[config.mk]
export PLATFORM = sky130hd
export DESIGN_NAME = multicycle_control
export DESIGN_NICKNAME = d
export VERILOG_FILES = /design/src/rtl/mc_pkg.sv /design/src/rtl/mc_perf_counters.sv /design/src/rtl/multicycle_control.sv
export SDC_FILE = /design/constraint.sdc
export NUM_CORES = 1
export LEC_CHECK = 0
export ABC_AREA = 1
export CORE_MARGIN = 5
export CORE_UTILIZATION = 35
export DETAILED_ROUTE_END_ITERATION = 8
export PLACE_DENSITY_LB_ADDON = 0.15
export SYNTH_ARGS = -nofsm -noshare
export SYNTH_HDL_FRONTEND = slang
export SYNTH_SLANG_ARGS = --single-unit
[constraint.sdc]
create_clock -name clk -period 1.8 [get_ports clk]
set_input_delay 0.36 -clock clk [delete_from_list [all_inputs] [get_ports clk]]
set_output_delay 0.36 -clock clk [all_outputs]
set_load 0.02 [all_outputs]
[src/rtl/mc_pkg.sv]
// Shared types and encodings for the multi-cycle MIPS control sequencer.
package mc_pkg;

  typedef enum logic [3:0] {
    StFetch   = 4'd0,
    StDecode  = 4'd1,
    StMemAddr = 4'd2,
    StMemRd   = 4'd3,
    StMemWb   = 4'd4,
    StMemWr   = 4'd5,
    StExecR   = 4'd6,
    StWbR     = 4'd7,
    StBranch  = 4'd8,
    StJump    = 4'd9,
    StExecI   = 4'd10,
    StWbI     = 4'd11,
    StTrap    = 4'd12
  } state_e;

  localparam logic [5:0] OP_RTYPE = 6'b000000;
  localparam logic [5:0] OP_LW    = 6'b100011;
  localparam logic [5:0] OP_SW    = 6'b101011;
  localparam logic [5:0] OP_BEQ   = 6'b000100;
  localparam logic [5:0] OP_J     = 6'b000010;
  localparam logic [5:0] OP_ADDI  = 6'b001000;

  localparam logic [1:0] ALU_ADD   = 2'b00;
  localparam logic [1:0] ALU_SUB   = 2'b01;
  localparam logic [1:0] ALU_FUNCT = 2'b10;

  localparam logic [1:0] SRCB_RT     = 2'b00;
  localparam logic [1:0] SRCB_FOUR   = 2'b01;
  localparam logic [1:0] SRCB_IMM    = 2'b10;
  localparam logic [1:0] SRCB_IMM_SH = 2'b11;

  localparam logic [1:0] PCSRC_ALU    = 2'b00;
  localparam logic [1:0] PCSRC_ALUOUT = 2'b01;
  localparam logic [1:0] PCSRC_JUMP   = 2'b10;

  // First execute state for an opcode; unknown opcodes trap.
  function automatic state_e decode_next(input logic [5:0] op);
    state_e nxt;
    case (op)
      OP_LW, OP_SW: nxt = StMemAddr;
      OP_RTYPE:     nxt = StExecR;
      OP_BEQ:       nxt = StBranch;
      OP_J:         nxt = StJump;
      OP_ADDI:      nxt = StExecI;
      default:      nxt = StTrap;
    endcase
    return nxt;
  endfunction

endpackage

[src/rtl/mc_perf_counters.sv]
// Free-running cycle counter and retired-instruction counter, both wrapping.
module mc_perf_counters #(
  parameter int unsigned CNT_W = 32
) (
  input  logic             clk,
  input  logic             rst,
  input  logic             retire,
  output logic [CNT_W-1:0] cycle_count,
  output logic [CNT_W-1:0] instr_count
);

  logic [CNT_W-1:0] cycle_q, instr_q;

  always_ff @(posedge clk) begin
    if (rst) begin
      cycle_q <= '0;
      instr_q <= '0;
    end else begin
      cycle_q <= cycle_q + CNT_W'(1);
      if (retire) instr_q <= instr_q + CNT_W'(1);
    end
  end

  assign cycle_count = cycle_q;
  assign instr_count = instr_q;

endmodule

[src/rtl/multicycle_control.sv]
// Multi-cycle MIPS control FSM: sequences one shared ALU and unified memory per phase.
module multicycle_control
  import mc_pkg::*;
#(
  parameter int unsigned CNT_W       = 32,
  parameter bit          MEM_WAIT_EN = 1'b1
) (
  input  logic             clk,
  input  logic             rst,
  input  logic             run,
  input  logic [5:0]       opcode,
  input  logic             zero,
  input  logic             mem_ready,
  output logic             pc_write,
  output logic             pc_write_cond,
  output logic             i_or_d,
  output logic             mem_read,
  output logic             mem_write,
  output logic             ir_write,
  output logic             mem_to_reg,
  output logic             reg_dst,
  output logic             reg_write,
  output logic             alu_src_a,
  output logic [1:0]       alu_src_b,
  output logic [1:0]       alu_op,
  output logic [1:0]       pc_source,
  output logic             trap,
  output logic [3:0]       state_o,
  output logic [CNT_W-1:0] cycle_count,
  output logic [CNT_W-1:0] instr_count
);

  state_e state_q, state_d;
  logic   trap_q;
  logic   rdy;
  logic   retire;

  // The branch decision is made by the datapath from pc_write_cond and zero.
  logic unused_zero;
  assign unused_zero = zero;

  assign rdy = MEM_WAIT_EN ? mem_ready : 1'b1;

  always_comb begin
    state_d = state_q;
    unique case (state_q)
      StFetch:   if (run && rdy) state_d = StDecode;
      StDecode:  state_d = decode_next(opcode);
      StMemAddr: state_d = (opcode == OP_LW) ? StMemRd : StMemWr;
      StMemRd:   if (rdy) state_d = StMemWb;
      StMemWr:   if (rdy) state_d = StFetch;
      StExecR:   state_d = StWbR;
      StExecI:   state_d = StWbI;
      StMemWb, StWbR, StWbI, StBranch, StJump: state_d = StFetch;
      StTrap:    state_d = StTrap;
      default:   state_d = StFetch;
    endcase
  end

  always_ff @(posedge clk) begin
    if (rst) begin
      state_q <= StFetch;
      trap_q  <= 1'b0;
    end else begin
      state_q <= state_d;
      if (state_d == StTrap) trap_q <= 1'b1;
    end
  end

  // Enables are masked while rst is high so an abandoned instruction writes nothing.
  always_comb begin
    pc_write      = 1'b0;
    pc_write_cond = 1'b0;
    i_or_d        = 1'b0;
    mem_read      = 1'b0;
    mem_write     = 1'b0;
    ir_write      = 1'b0;
    mem_to_reg    = 1'b0;
    reg_dst       = 1'b0;
    reg_write     = 1'b0;
    alu_src_a     = 1'b0;
    alu_src_b     = SRCB_RT;
    alu_op        = ALU_ADD;
    pc_source     = PCSRC_ALU;
    if (!rst) begin
      unique case (state_q)
        StFetch: begin
          if (run) begin
            mem_read  = 1'b1;
            alu_src_b = SRCB_FOUR;
            ir_write  = rdy;
            pc_write  = rdy;
          end
        end
        StDecode:  alu_src_b = SRCB_IMM_SH;
        StMemAddr: begin
          alu_src_a = 1'b1;
          alu_src_b = SRCB_IMM;
        end
        StMemRd: begin
          mem_read = 1'b1;
          i_or_d   = 1'b1;
        end
        StMemWb: begin
          reg_write  = 1'b1;
          mem_to_reg = 1'b1;
        end
        StMemWr: begin
          mem_write = 1'b1;
          i_or_d    = 1'b1;
        end
        StExecR: begin
          alu_src_a = 1'b1;
          alu_op    = ALU_FUNCT;
        end
        StWbR: begin
          reg_write = 1'b1;
          reg_dst   = 1'b1;
        end
        StExecI: begin
          alu_src_a = 1'b1;
          alu_src_b = SRCB_IMM;
        end
        StWbI:     reg_write = 1'b1;
        StBranch: begin
          alu_src_a     = 1'b1;
          alu_op        = ALU_SUB;
          pc_write_cond = 1'b1;
          pc_source     = PCSRC_ALUOUT;
        end
        StJump: begin
          pc_write  = 1'b1;
          pc_source = PCSRC_JUMP;
        end
        default: ;
      endcase
    end
  end

  always_comb begin
    retire = 1'b0;
    if (!rst) begin
      retire = (state_q inside {StMemWb, StWbR, StWbI, StBranch, StJump}) ||
               (state_q == StMemWr && rdy);
    end
  end

  assign trap    = trap_q;
  assign state_o = state_q;

  mc_perf_counters #(
    .CNT_W(CNT_W)
  ) u_perf_counters (
    .clk         (clk),
    .rst         (rst),
    .retire      (retire),
    .cycle_count (cycle_count),
    .instr_count (instr_count)
  );

endmodule

==> results of run 1 <==
## power groups by stage
| stage | Combinational, mW | Sequential (mW) | Clock [mW] |
|---|---|---|---|
| after floorplan | 0.110 | 1.60 | 0 |
| after detailed placement | 0.263 | 1.58 | 0 |
| after global routing | 0.296 | 1.55 | 1.86 |
| after CTS | 0.259 | 1.55 | 1.80 |
| after global placement | 0.262 | 1.58 | 0 |
| final | 0.269 | 1.55 | 1.76 |
## through the flow
stage	instance area [µm²]	setup WS (ns)	utilization	total power, mW
5_1_grt	6020	-0.0605	0.506	3.71
3_3_place_gp	5630	-0.320	0.473	1.84
6_report	6020	-0.00763	0.506	3.58
4_1_cts	5900	-0.00469	0.496	3.61
2_1_floorplan	4210	0.0428	-	1.71
3_5_place_dp	5630	-0.387	0.473	1.85
## layout make-up
type | instances | area (µm²) | share of cell area
Tap cell | 147 | 184 | 0.0305
Multi-Input combinational cell | 565 | 2520 | 0.419
Sequential cell | 69 | 1400 | 0.232
Clock buffer | 10 | 229 | 0.0380
Clock inverter | 6 | 63.8 | 0.0106
Inverter | 72 | 270 | 0.0449
Timing Repair Buffer | 143 | 1360 | 0.225
## flip-flops by register name, summed over array words and instances, names as in the netlist
| name | flops |
|---|---|
| u_perf_counters.instr_count | 32 |
| trap | 1 |
| state_o | 4 |
| u_perf_counters.cycle_count | 32 |
## path summary, 6_finish.rpt
check / startpoint / end / slack, ns / depth (start not counted)
hold reg to reg: trap / trap / 0.46 / 2
setup reg to reg: state_o[1] / u_perf_counters.instr_count[9] / 0.16 / 10
setup / recovery: state_o[3] / alu_src_a / -0.008 / 5
hold / removal: trap / trap / 0.46 / 2
## what timing repair did
action / in CTS / in global routing
pin swaps: 1 / 4
buffers inserted: 0 / 4
resized for setup: 85 / 53
setup endpoints to repair: 26 / 44
## critical path: stages, from the launching register on
cell	delay, ns
dfxtp_4	0.36
buf_6	0.12
nor2_4	0.18
nand2_2	0.09
a31oi_1	0.19
buf_4	0.17
## placed cells by master, fill, tap and decap left out, types with 2 or more instances in the layout
master           Yosys  routed
clkinvlp_4           0       2
or2_2                3       3
nor2_1             127     123
nand3b_1             6       6
xor2_1              10      10
clkdlybuf4s50_1      0      40
nand3_1             41      41
dfxtp_2              0       3
buf_2                0       6
clkinv_2             0       2
buf_4                4      54
a21oi_1             63      58
nand2_1            259     257
nand2_2              1       3
dfxtp_4              0       3
buf_6                2       2
dlygate4sd2_1        0      10
a21oi_2              0       5
nor2_4               1       4
nor2_2               8       9
inv_2                3       4
nand4_1              7       7
dfxtp_1             69      63
o21ai_0             16      16
nor3_1              13      13
clkbuf_16            0       9
inv_1               69      68
buf_12               0       4
dlymetal6s2s_1       0      26
## synth_stat cells, types with 2 or more instances
| cell type | instances | share of area |
|---|---|---|
| a21oi_1 | 63 | 0.075 |
| buf_4 | 4 | 0.0071 |
| buf_6 | 2 | 0.0054 |
| clkbuf_1 | 8 | 0.0071 |
| dfxtp_1 | 69 | 0.33 |
| ha_1 | 2 | 0.0059 |
| inv_1 | 69 | 0.062 |
| inv_2 | 3 | 0.0027 |
| nand2_1 | 259 | 0.23 |
| nand3_1 | 41 | 0.049 |
| nand3b_1 | 6 | 0.011 |
| nand4_1 | 7 | 0.010 |
| nor2_1 | 127 | 0.11 |
| nor2_2 | 8 | 0.012 |
| nor3_1 | 13 | 0.015 |
| o21ai_0 | 16 | 0.019 |
| or2_2 | 3 | 0.0045 |
| xor2_1 | 10 | 0.021 |
## routing by layer
layer  vias up  wire (µm)  track usage
met5         -          0            0
met4         0        208       0.0680
met3        17       1060       0.0603
met2       138       6340        0.314
met1      2240       6170        0.251
li1       2555          -            -
## cells by family after synthesis
| group | after synthesis | synth area share |
|---|---|---|
| AND/OR/NAND/NOR | 467 | 0.455 |
| AO/OA/AOI/OAI | 86 | 0.106 |
| adder cells (fa/ha/maj) | 2 | 0.00595 |
| flip-flops | 69 | 0.328 |
| buffers and inverters | 86 | 0.0839 |
| XOR/XNOR | 10 | 0.0208 |
==> flow_summary.yaml, run 1 <==
logic_synthesis:
  ys_seq_area_frac: 0.328
  avgSynthCellArea_um2: 5.84
  synthFlopType: "dfxtp_1"
  synth_cell_type_count: 28
  syn_nets: 733
  syn-cell-area_um2: 4210
  ys_async_sr_fraction: 0
  yosysWarnings: 0
  synth-edff-count: 0
  syn_inst: 720
  ys_ff_latch: 69
cts:
  cts.reportedPaths.clkPinSlew_ns: 0.06
  clockRootBuffer: "clkbuf_16"
  ctsHoldBuffers: 0
  ctsHtreeMaxLevel: 3
  clock_path_buffers: 2
  clock_latency_ns: 0.34
  cts_tree: "built"
  cts_buffers: 9
  cts.sinks: 69
global_routing:
  grt_overflow_total: 0
  grt_pass1_vias: 4852
  grtUsageTotal: 0.196
  grt_max_degree: 32
  antenna_found_initial: 0
  grt_pass1_wl_um: 22900
placed_design:
  port_buffers: 94
  place_congestion: 0.911
  hpwl_um: 10700
  place_inst: 992
timing:
  setup_tns_ns: -0.00763
  final.setup.worst_slack_ns: -0.00763
  fin_crit_sh: 1.00
  holdWs_ns: 0.461
  rsz0062_at_grt: "true"
  hold_viol: 0
  clock.fmax_mhz: 553
  finalMaxSlewViolations: 0
  max_slew_margin: 0.729
  fin_skew_ns: 0.00862
  fin_crit_ns: 1.81
  tightest_slew_ns: 0.404
  setup_viol: 1
die:
  rows: 40
  die_h_um: 120
  start_util: 0.353
  core_area_um2: 11900
  design.die.area_um2: 14300
  io-pin-count: 96
  die_x_um: 120
pwr:
  worst_ir_drop_vdd_mv: 0.389
  clkPwrFrac: 0.492
  p_seq_frac: 0.433
  p_switching_mw: 0.856
  power.leakage_nw: 2.64
  p_sw_frac: 0.239
  cellPowerDensity_nw_per_um2: 594
  intPower_mw: 2.72
  pwr-share-comb: 0.075
critical_path:
  crit_arrival_ns: 1.45
  path_max_fanout: 6
  crit_path_end_kind: "output pin"
  crit_type: "flop to output pin"
  worstSetupStartpointType: "flop"
  crit_required_ns: 1.44
routing:
  wl_per_cell_um: 13.6
  drt_iter0_drc: 291
  vias: 4950
  routed_wl_um: 13800
  avgViaCountPerCell: 4.89
  antenna_left: 0
  first_pass_iters: 5
  drc: 0
cells_and_area:
  n_antenna_cell: 0
  fin_nets: 873
  area_delta_synth_final_pct: 43.2
  fillCellCount: 1260
  layout.cells.non_filler: 1012
  layout-drive-gt1-share: 0.136
worst_hold_path:
  hp-class: "flop to flop"
run:
  maxCapViolations: 0
status:
  violations: "negative setup slack"
  run_status: "finished with violations"
No activity file was read; power rests on OpenSTA's default activity.
==> inputs of run 2 (changes only) <==
--- a/config.mk
+++ b/config.mk
@@ -9,7 +9,7 @@
 export CORE_MARGIN = 5
 export CORE_UTILIZATION = 35
 export DETAILED_ROUTE_END_ITERATION = 8
-export PLACE_DENSITY_LB_ADDON = 0.15
+export PLACE_DENSITY_LB_ADDON = 0.05
 export SYNTH_ARGS = -nofsm -noshare
 export SYNTH_HDL_FRONTEND = slang
 export SYNTH_SLANG_ARGS = --single-unit
==> constraint.sdc (replaced) <==
create_clock -name clk -period 2.2 [get_ports clk]
set_input_delay 0.44 -clock clk [delete_from_list [all_inputs] [get_ports clk]]
set_output_delay 0.44 -clock clk [all_outputs]
set_load 0.02 [all_outputs]
==> run 2 against run 1 <==
Net effect: sequential cell count did not move; routed wire length fell by 2.5%; global-route usage fell by 0.40 points; combinational power fell by 33%; largest power group unchanged; the run now ends clean; design area fell by 6.5%; total power fell by 20%; clock-buffer cell count rose by 3; first-iteration DRC count rose by 28%.
==> flow_summary.yaml, run 2 (same netlist as run 1, synthesis figures left out) <==
status:
  run_status: "finished clean"
die:
  core_area_um2: 11900
  io-pin-count: 96
  die_h_um: 120
  design.die.area_um2: 14300
  rows: 40
  die_x_um: 120
  start_util: 0.353
worst_hold_path:
  hp-class: "flop to flop"
routing:
  avgViaCountPerCell: 4.87
  drt_iter0_drc: 373
  routed_wl_um: 13400
  first_pass_iters: 4
  wl_per_cell_um: 13.8
  vias: 4744
  drc: 0
  antenna_left: 0
timing:
  clock.fmax_mhz: 468
  hold_viol: 0
  max_slew_margin: 0.688
  fin_crit_sh: 0.971
  finalMaxSlewViolations: 0
  fin_skew_ns: 0.00780
  fin_crit_ns: 2.14
  setup_viol: 0
  tightest_slew_ns: 0.468
  rsz0062_at_grt: "true"
global_routing:
  grtUsageTotal: 0.192
  grt_pass1_wl_um: 22200
  grt_pass1_vias: 4677
  grt_max_degree: 38
  antenna_found_initial: 0
  grt_overflow_total: 0
run:
  maxCapViolations: 0
cells_and_area:
  fillCellCount: 1316
  fin_nets: 836
  n_antenna_cell: 0
  layout-drive-gt1-share: 0.0604
  seq_area_um2: 1380
  mostFrequentLayoutCells: "nand2_1, nor2_1, clkdlybuf4s50_1, inv_1, dfxtp_1"
  area_delta_synth_final_pct: 33.9
  multi_input_area_um2: 2480
  layout_commonest_cell: "nand2_1"
  design_area_um2: 5630
cts:
  ctsHoldBuffers: 0
  cts_buffers: 9
  clockRootBuffer: "clkbuf_16"
  clock_latency_ns: 0.34
  clock_path_buffers: 2
  cts_tree: "built"
  cts.sinks: 69
  cts.reportedPaths.clkPinSlew_ns: 0.05
  post-cts-setup-buffer-count: 0
  ctsHtreeMaxLevel: 3
critical_path:
  crit_path_end_kind: "output pin"
  crit_slowest_cell: "dfxtp_1"
  cp_slowest_stage_delay_ns: 0.36
  crit_required_ns: 1.76
  crit_type: "flop to output pin"
  path_max_fanout: 6
  worstSetupStartpointType: "flop"
  crit_arrival_ns: 1.70
  cp_cell_sequence: "nor2_2 > nand4_1 > a21oi_1 > dlygate4sd2_1"
pwr:
  worst_ir_drop_vdd_mv: 0.355
  intPower_mw: 2.21
  p_seq_frac: 0.441
  p_sw_frac: 0.233
  cellPowerDensity_nw_per_um2: 511
  p_switching_mw: 0.670
  total_power_mw: 2.88
  power.leakage_nw: 1.96
  pwr-share-comb: 0.063
  clkPwrFrac: 0.496
placed_design:
  hpwl_um: 10400
  port_buffers: 94
  placed_area_um2: 5350
  place_congestion: 0.912
[run 2: cell count changes in the layout (fill, tap and decap cells not counted), moves of 4 or more]
| cell | previous run | this run |
|---|---|---|
| buf_4 | 54 | 11 |
| clkdlybuf4s50_1 | 40 | 77 |
| a21oi_1 | 58 | 63 |
| a21oi_2 | 5 | 0 |
| dlygate4sd2_1 | 10 | 14 |
| dfxtp_1 | 63 | 67 |
| clkbuf_8 | 0 | 4 |
| dlymetal6s2s_1 | 26 | 0 |
| buf_2 | 6 | 1 |
[run 2: layout make-up]
class	instances	share of cell area
clock buffers	13	0.0497
clock inverters	3	0.00311
inverters	72	0.0480
multi-input cells	565	0.440
flip-flops and latches	69	0.246
well taps	147	0.0326
repair buffers	106	0.181
[run 2: final timing paths]
path / from / to / slack, ns / depth (start not counted)
min: trap / trap / 0.46 / 2
max reg2reg: u_perf_counters.cycle_count[6] / u_perf_counters.cycle_count[27] / 0.47 / 7
max: state_o[1] / pc_write / 0.06 / 4
min reg2reg: trap / trap / 0.46 / 2
[run 2: per-stage QoR]
stage                     setup TNS, ns  setup WS [ns]  std cells  hold slack [ns]   util
after detailed placement         -0.264         -0.124        959            0.450  0.449
final                                 0         0.0630        975            0.455  0.473
after global placement           -0.144        -0.0795        959            0.439  0.449
after floorplan                       0          0.370        720            0.526      -
after global routing            -0.0425        -0.0178        975            0.490  0.473
after CTS                             0         0.0879        975            0.464  0.473
[run 2: routing by layer]
layer	GRT usage	wire, µm
met5	0	0
met2	0.344	6580
met3	0.0368	548
met1	0.225	6010
met4	0.0766	313
[run 2: power by group through the flow]
stage / Clock (mW) / Sequential (mW) / Combinational (mW)
finish: 1.43 / 1.27 / 0.180
global route: 1.52 / 1.27 / 0.198
CTS: 1.47 / 1.27 / 0.181
global placement: 0 / 1.30 / 0.184
floorplan: 0 / 1.31 / 0.0897
detailed placement: 0 / 1.30 / 0.185
[run 2: timing repair]
| action | in CTS | in global routing |
|---|---|---|
| pin swaps | 0 | 0 |
| setup endpoints to repair | 16 | 5 |
| gates cloned | 0 | 0 |
| resized for setup | 20 | 2 |
[run 2: critical path: cells and delay by family (launching register included)]
family | cells | cell delay, ns
flip-flops | 1 | 0.36
AO/OA/AOI/OAI | 1 | 0.19
AND/OR/NAND/NOR | 2 | 0.45
buffers and inverters | 1 | 0.36
==> inputs of run 3 (changes only) <==
--- a/config.mk
+++ b/config.mk
@@ -8,6 +8,7 @@
 export ABC_AREA = 1
 export CORE_MARGIN = 5
 export CORE_UTILIZATION = 35
+export CTS_BUF_LIST = sky130_fd_sc_hd__clkbuf_16
 export DETAILED_ROUTE_END_ITERATION = 8
 export PLACE_DENSITY_LB_ADDON = 0.05
 export SYNTH_ARGS = -nofsm -noshare
==> run 3 against run 2 <==
Net effect: critical path depth unchanged; sequential share of layout area up 0.18 points; via count increased by 0.36%; clock-buffer cell count down 4; sequential cell count stayed put; critical path type unchanged; largest cell class unchanged; highest routed layer unchanged.
==> flow_summary.yaml, run 3 (same netlist as run 1, synthesis figures left out) <==
cts:
  cts.sinks: 69
  ctsHtreeMaxLevel: 3
  cts_buffers: 9
  clock_path_buffers: 2
  clockRootBuffer: "clkbuf_16"
  clock_latency_ns: 0.34
  cts.reportedPaths.clkPinSlew_ns: 0.05
  cts_tree: "built"
  post-cts-setup-buffer-count: 0
  ctsHoldBuffers: 0
critical_path:
  crit_arrival_ns: 1.70
  startpoint: "state_o[1]"
  cp_cell_sequence: "nor2_2 > nand4_1 > a21oi_1 > dlygate4sd2_1"
  crit_required_ns: 1.76
  cp_slowest_stage_delay_ns: 0.36
  worstSetupStartpointType: "flop"
  crit_type: "flop to output pin"
  r2r-start: "u_perf_counters.cycle_count[6]"
  crit_slowest_cell: "dfxtp_1"
  path_max_fanout: 6
  crit_path_end_kind: "output pin"
die:
  design.die.area_um2: 14300
  die_x_um: 120
  io-pin-count: 96
  die_h_um: 120
  rows: 40
  start_util: 0.353
  core_area_um2: 11900
global_routing:
  grt_pass1_wl_um: 22200
  grt_max_degree: 38
  antenna_found_initial: 0
  grt_overflow_total: 0
  grt_pass1_vias: 4675
  grtUsageTotal: 0.192
placed_design:
  preCtsSetupSlack_ns: -0.124
  port_buffers: 94
  placed_area_um2: 5350
  hpwl_um: 10400
  place_congestion: 0.912
cells_and_area:
  fin_nets: 836
  fillCellCount: 1329
  design_area_um2: 5590
  layout_commonest_cell: "nand2_1"
  area_delta_synth_final_pct: 33.0
  layout-drive-gt1-share: 0.0556
  mostFrequentLayoutCells: "nand2_1, nor2_1, clkdlybuf4s50_1, inv_1, dfxtp_1"
  n_antenna_cell: 0
timing:
  setup_tns_ns: 0
  fin_crit_sh: 0.971
  fin_skew_ns: 0.00758
  tightest_slew_ns: 0.471
  final.setup.worst_slack_ns: 0.0632
  fin_crit_ns: 2.14
  hold_viol: 0
  rsz0062_at_grt: "true"
  max_slew_margin: 0.686
  clock.fmax_mhz: 468
  finalMaxSlewViolations: 0
  setup_viol: 0
routing:
  avgViaCountPerCell: 4.88
  drt_iter0_drc: 349
  wl_per_cell_um: 13.8
  antenna_left: 0
  vias: 4761
  drc: 0
  routed_wl_um: 13400
  first_pass_iters: 4
pwr:
  worst_ir_drop_vdd_mv: 0.355
  power.leakage_nw: 1.93
  cellPowerDensity_nw_per_um2: 491
status:
  run_status: "finished clean"
worst_hold_path:
  hp-start: "trap"
  hp-class: "flop to flop"
run:
  maxCapViolations: 0
==> run 3: area by class of cell <==
cell class | instances | area [µm²] | share of cell area
Tap cell | 147 | 184 | 0.0329
Clock inverter | 7 | 32.5 | 0.00582
Clock buffer | 9 | 225 | 0.0403
Timing Repair Buffer | 106 | 1020 | 0.183
Inverter | 72 | 270 | 0.0483
Sequential cell | 69 | 1380 | 0.247
Multi-Input combinational cell | 565 | 2480 | 0.443
==> run 3: per-layer routing <==
metal | wire [µm] | vias to the layer above | GRT usage
met5 | 0 | - | 0
met1 | 6000 | 2131 | 0.225
met4 | 316 | 0 | 0.0766
met3 | 534 | 25 | 0.0368
li1 | - | 2490 | -
met2 | 6570 | 115 | 0.344
==> run 3: worst paths after layout <==
kind                                     endpoint  slack, ns  cells past startpoint
setup / recovery                         pc_write       0.06                      4
hold / removal                               trap       0.46                      2
setup reg to reg  u_perf_counters.cycle_count[27]       0.47                      7
hold reg to reg                              trap       0.46                      2
==> run 3: repair_timing <==
item,CTS,global route
gates resized for setup,20,2
setup endpoints to repair,16,5
endpoints found under the hold margin,0,0
==> run 3: where the power goes <==
group / leakage [nW] / switching [mW] / internal [mW]
Combinational: 1.25 / 0.112 / 0.0681
Clock: 0.125 / 0.553 / 0.742
Sequential: 0.557 / 0.0104 / 1.26
==> run 3: per-stage QoR <==
step | utilization | hold slack [ns] | instances | total power [mW]
after global routing | 0.470 | 0.490 | 975 | 2.85
after global placement | 0.449 | 0.439 | 959 | 1.48
final | 0.470 | 0.455 | 975 | 2.74
after floorplan | - | 0.526 | 720 | 1.40
after detailed placement | 0.449 | 0.450 | 959 | 1.48
after CTS | 0.469 | 0.464 | 975 | 2.78
==> run 3: critical path, delay by kind of cell (launching register included) <==
kind / cells / cell delay [ns]
buffers and inverters: 1 / 0.36
DFF: 1 / 0.36
AOI/OAI and AO/OA: 1 / 0.19
and+or+nand+nor: 2 / 0.45
